File: config.mk
export PLATFORM = sky130hd
export DESIGN_NAME = regfile_write_arbiter
export DESIGN_NICKNAME = d
export VERILOG_FILES = /design/src/rtl/regfile_write_arbiter.sv
export SDC_FILE = /design/constraint.sdc
export NUM_CORES = 1
export LEC_CHECK = 0
export CORE_MARGIN = 5
export CORE_UTILIZATION = 43
export DETAILED_ROUTE_END_ITERATION = 8
export PLACE_DENSITY = 0.82
export SYNTH_ARGS = -nofsm -noshare
export SYNTH_HDL_FRONTEND = slang
export SYNTH_SLANG_ARGS = --single-unit
File: constraint.sdc
create_clock -name clk -period 2 [get_ports clk]
set_clock_uncertainty 0.1 [all_clocks]
set_input_delay 0.6 -clock clk [delete_from_list [all_inputs] [get_ports clk]]
set_output_delay 0.6 -clock clk [all_outputs]
set_load 0.03 [all_outputs]
File: src/rtl/regfile_write_arbiter.sv
// -----------------------------------------------------------------------------
// regfile_write_arbiter
//
// Shares the register file's single write port among NUM_REQ writers
// (0 = ALU writeback, 1 = memory load, 2 = debug) with round-robin arbitration.
// The winning write is registered for one cycle before it reaches the register
// file. While it is in flight, it is forwarded onto the read port, so consumers
// see the new value one cycle early.
//
// Ports
//   clk            rising-edge clock
//   reset          synchronous, active-high
//   req_valid      per-requester write request
//   req_ready      per-requester grant; one-hot or zero; combinational
//   req_addr       flattened; requester i at [i*ADDR_W +: ADDR_W]
//   req_data       flattened; requester i at [i*DATA_W +: DATA_W]
//   stall_in       high: issue no grants this cycle
//   rf_write_en    register_file write_en
//   rf_write_addr  register_file write_addr_in
//   rf_write_data  register_file write_data_in
//   rd_addr_in     read address (also drives register_file read_addr_in)
//   rf_read_data   register_file reg_b_out
//   rd_data_out    read data with the in-flight write forwarded
//   last_grant     index of the most recently accepted requester
// -----------------------------------------------------------------------------
module regfile_write_arbiter #(
    parameter int NUM_REQ = 3,
    parameter int DATA_W  = 8,
    parameter int ADDR_W  = 3
) (
    input  logic                       clk,
    input  logic                       reset,
    input  logic [NUM_REQ-1:0]         req_valid,
    output logic [NUM_REQ-1:0]         req_ready,
    input  logic [NUM_REQ*ADDR_W-1:0]  req_addr,
    input  logic [NUM_REQ*DATA_W-1:0]  req_data,
    input  logic                       stall_in,
    output logic                       rf_write_en,
    output logic [ADDR_W-1:0]          rf_write_addr,
    output logic [DATA_W-1:0]          rf_write_data,
    input  logic [ADDR_W-1:0]          rd_addr_in,
    input  logic [DATA_W-1:0]          rf_read_data,
    output logic [DATA_W-1:0]          rd_data_out,
    output logic [$clog2(NUM_REQ)-1:0] last_grant
);

    localparam int PTR_W = $clog2(NUM_REQ);

    logic [PTR_W-1:0]  rr_ptr;
    logic              wr_en_q;

    logic              grant_any;
    logic [PTR_W-1:0]  grant_idx;
    logic [ADDR_W-1:0] win_addr;
    logic [DATA_W-1:0] win_data;

    // Round-robin search. The first pass takes the lowest valid index at or
    // above rr_ptr. The second pass handles wrap-around and only matters when
    // the first pass found nothing, so it naturally picks from below rr_ptr.
    // Only req_valid feeds the search, so req_ready cannot loop back on itself.
    always_comb begin
        // NOTE: every variable gets a default before the search; a path that
        // leaves one unassigned would infer a latch.
        grant_any = 1'b0;
        grant_idx = '0;
        win_addr  = '0;
        win_data  = '0;

        for (int i = 0; i < NUM_REQ; i++) begin
            if (!grant_any && req_valid[i] && (PTR_W'(i) >= rr_ptr)) begin
                grant_any = 1'b1;
                grant_idx = PTR_W'(i);
                win_addr  = req_addr[i*ADDR_W +: ADDR_W];
                win_data  = req_data[i*DATA_W +: DATA_W];
            end
        end
        for (int i = 0; i < NUM_REQ; i++) begin
            if (!grant_any && req_valid[i]) begin
                grant_any = 1'b1;
                grant_idx = PTR_W'(i);
                win_addr  = req_addr[i*ADDR_W +: ADDR_W];
                win_data  = req_data[i*DATA_W +: DATA_W];
            end
        end

        // The reset cycle and stalled cycles accept nothing.
        if (reset || stall_in) begin
            grant_any = 1'b0;
        end
    end

    assign req_ready = grant_any ? (NUM_REQ'(1) << grant_idx) : '0;

    // NOTE: all state updates use non-blocking assignments, so every register
    // samples the pre-edge values and the block's statement order does not matter.
    always_ff @(posedge clk) begin
        if (reset) begin
            wr_en_q       <= 1'b0;
            rf_write_addr <= '0;
            rf_write_data <= '0;
            rr_ptr        <= '0;
            last_grant    <= '0;
        end else begin
            wr_en_q <= grant_any;
            if (grant_any) begin
                rf_write_addr <= win_addr;
                rf_write_data <= win_data;
                last_grant    <= grant_idx;
                rr_ptr        <= (grant_idx == PTR_W'(NUM_REQ - 1)) ? '0
                                                                     : grant_idx + PTR_W'(1);
            end
        end
    end

    // A write registered just before reset is dropped during the reset cycle
    // itself, not only afterwards. The register file must never capture it.
    assign rf_write_en = wr_en_q && !reset;

    // Bypass: the register file still holds the old value while a write to
    // the same address is in flight.
    assign rd_data_out = (rf_write_en && (rf_write_addr == rd_addr_in)) ? rf_write_data
                                                                         : rf_read_data;

endmodule

==> impl_metrics.yaml <==
sta:
  max_freq_ghz: 0.4379
  max_slew.worst_pin.slew_ps: 467.1
  rsz0062_at_grt: "yes"
  setup_viol_count_final: 10
  period_needed_ps: 2283
  report.final.slew_viol_count: 0
  worst_hold_slack_ps: 351.7
  final_min_period_over_clock_period_pct: 114.2
  postLayoutSetupSlackWorst_ps: -283.5
  finalSetupTns_ps: -2170
  max-slew-margin-rel_pct: 68.82
  timing.final.hold_violations: 0
finish:
  syn_to_final_growth_pct: 71.41
  nNetsFinal: 335
  num-fill-cells: 290
  post_route_cells_drive_above_1_share_pct: 46.29
  insertedDiodeCount: 0
yosys:
  synthesis.instances: 185
  synth_seq_area_share_pct: 18.58
  post-synth-top-area-cell: "sky130_fd_sc_hd__dfxtp_1"
  synth-simple-area-share_pct: 25.69
  syn_nets: 235
  yosys.area_share.adder_pct: 0
  postSynth.topFlopCell: "sky130_fd_sc_hd__dfxtp_1"
  syn_area_um2: 1724
  ys_async_sr_fraction_pct: 0
  synth_top_area_share_pct: 18.58
  number_of_synthesized_flops_with_an_enable_pin: 0
  synth_area_per_cell_um2: 9.320
  post_synth_mux_area_share_pct: 6.096
  yosys-top-cells-area: "sky130_fd_sc_hd__dfxtp_1, sky130_fd_sc_hd__nor2b_1, sky130_fd_sc_hd__o311ai_2"
  synth_cell_types: 38
  ys_seq_elements: 16
  synth_compound_area_share_pct: 38.97
  synth_top_family_by_area: "compound AO/OA/AOI/OAI gates"
  warnings_from_yosys: 0
  yosys.area_share.xor_xnor_pct: 1.524
global_routing:
  grt_start_max_net_pins: 24
  antenna_found_initial: 0
  grt_first_pass_wirelength_um: 8687
  globalRouteOverflowTotal: 0
  grt_pass1_vias: 1789
  groute.usage.overall_pct: 20.64
power_and_ir_drop:
  p_sw_mw: 0.4012
  ir_worst_vdd_v: 0.0002269
  power.share.combinational_pct: 48.4
  cell_internal_pwr_mw: 0.7833
  power_density_nw_per_um2: 400.8
  power_frac_seq_pct: 30.6
  power.share.clock_pct: 21.0
  power.share.switching_pct: 33.87
  power.leakage_nw: 1.223
  report.power.total_mw: 1.185
routing:
  detailedRoute.firstPassIterationCount: 4
  initialDrtViolationCount: 73
  wl_um: 5651
  via_per_inst: 5.571
  drcViolationCount: 0
  num_vias: 1855
  drt-wirelength-per-cell_um: 16.97
  postRouteAntennaNets: 0
die:
  floorplan.initialDensity_pct: 43.73
  die_width_um: 73.32
  num_ports: 75
  core-area_um2: 3943
  die-height_um: 73.32
  num_rows: 23
  die-area_um2: 5376
worst_setup_path:
  worstPathArrival_ps: 1580
  start_kind: "input port"
  endpoint_kind: "output pin"
  critPathRequiredTime_ps: 1300
  criticalPathCategory: "in -> out"
  cell_depth_of_the_worst_flop_to_flop_path: 7
  critical_path_peak_fanout: 7
min_path:
  hold_wc_path_type: "reg -> reg"
  timing.hold.worst_path_depth: 2
cts:
  cts-root-to-sink-buffers: 2
  hold_buffer_count_at_cts: 0
  clock_tree.root_cell: "sky130_fd_sc_hd__clkbuf_8"
  cts-buffers-inserted: 3
  tritoncts_clock_tree: "built"
  cts_sinks: 16
  cts_clk_pin_slew_worst_paths_ps: 70
  clk_latency_ps: 250
  ctsHtreeMaxLevel: 1
run_status:
  violations: "negative setup slack"
  run_status: "finished with violations"
placed_design:
  io_buffers: 74
  dpl.hpwl_um: 4276
  globalplace.congestion: 0.8001
job:
  max-cap-violations: 0
## through the flow
stage               instances  cell area, um^2  utilization (%)  worst slack, ps
floorplan                 185             1778                -           -107.9
global placement          323             2703            68.55           -996.5
detailed placement        323             2703            68.55            -1053
CTS                       331             2890            73.31           -322.8
global route              333             2955            74.96           -323.4
finish                    333             2955            74.96           -283.5
## critical path, cell delays in order
cell,delay (ps)
sky130_fd_sc_hd__buf_6,110
sky130_fd_sc_hd__xnor2_4,180
sky130_fd_sc_hd__nand4_4,100
sky130_fd_sc_hd__buf_6,160
sky130_fd_sc_hd__mux2_4,300
sky130_fd_sc_hd__buf_6,140
## path summary, 6_finish.rpt
kind	end	slack, ps	from
setup / recovery	rd_data_out[3]	-280	rd_addr_in[2]
hold / removal	last_grant[0]	350	last_grant[0]
setup reg to reg	rf_write_addr[1]	190	rr_ptr[0]
hold reg to reg	last_grant[0]	350	last_grant[0]
## cell families (layout without fill, tap and decap cells)
family | after synthesis | count (layout)
compound gates | 68 | 68
flops | 16 | 16
simple gates | 67 | 67
buf+inv | 22 | 120
xor+xnor | 3 | 3
mux | 9 | 9
## area by class of cell
| type | count | area, um^2 | area share, % |
|---|---|---|---|
| Multi-Input combinational cell | 147 | 1385 | 46.87 |
| Inverter | 2 | 7.507 | 0.2540 |
| Clock buffer | 3 | 41.29 | 1.397 |
| Tap cell | 50 | 62.56 | 2.117 |
| Sequential cell | 16 | 326.6 | 11.05 |
| Timing Repair Buffer | 115 | 1132 | 38.32 |
## power by group through the flow
stage	clock (mW)	sequential, mW	combinational, mW
after floorplan	0	0.398	0.257
after global placement	0	0.364	0.522
after detailed placement	0	0.365	0.534
after CTS	0.250	0.362	0.563
after global routing	0.267	0.367	0.608
final	0.249	0.363	0.573
## flip-flops by register name (all words and copies together) (netlist names)
register       cells
last_grant         2
rf_write_data      8
rf_write_addr      3
rr_ptr             2
wr_en_q            1
## layer usage
layer / global-route usage (%) / up-vias / part of all wire [%]
met5: 0 / - / 0
met4: 7.445 / 0 / 1.6
met3: 2.462 / 6 / 5.4
met2: 36.84 / 52 / 52
met1: 25.27 / 892 / 41
li1: - / 905 / -
## what timing repair did
action                     in CTS  in global routing
setup buffers                   5                  2
setup endpoints to repair      28                 18
resized for setup              74                 14
pin swaps                      10                  6
## Yosys cell counts, types with 2 or more instances
library cell               count
sky130_fd_sc_hd__buf_2         6
sky130_fd_sc_hd__a22oi_2      10
sky130_fd_sc_hd__nand2b_4      2
sky130_fd_sc_hd__o311ai_2     10
sky130_fd_sc_hd__nand2_1      15
sky130_fd_sc_hd__xnor2_1       3
sky130_fd_sc_hd__nor2_1        4
sky130_fd_sc_hd__buf_4         6
sky130_fd_sc_hd__a21oi_1       6
sky130_fd_sc_hd__o21ai_1      12
sky130_fd_sc_hd__nor2b_1      27
sky130_fd_sc_hd__mux2_2        8
sky130_fd_sc_hd__dfxtp_1      16
sky130_fd_sc_hd__o221ai_2     10
sky130_fd_sc_hd__clkbuf_1      2
sky130_fd_sc_hd__a31oi_1      11
sky130_fd_sc_hd__buf_6         6
sky130_fd_sc_hd__and3b_1      11
## layout by cell type (no fill, tap or decap), drive strengths merged, types with 9 or more instances in the layout
cell type,Yosys,final
nand2,15,15
o21ai,13,13
buf,18,61
and3b,11,11
dfxtp,16,16
clkdlybuf4s50,0,43
o311ai,11,11
a31oi,11,11
nor2b,27,27
o221ai,11,11
mux2,9,9
a22oi,11,11
Power figures use the tool's default switching activity.
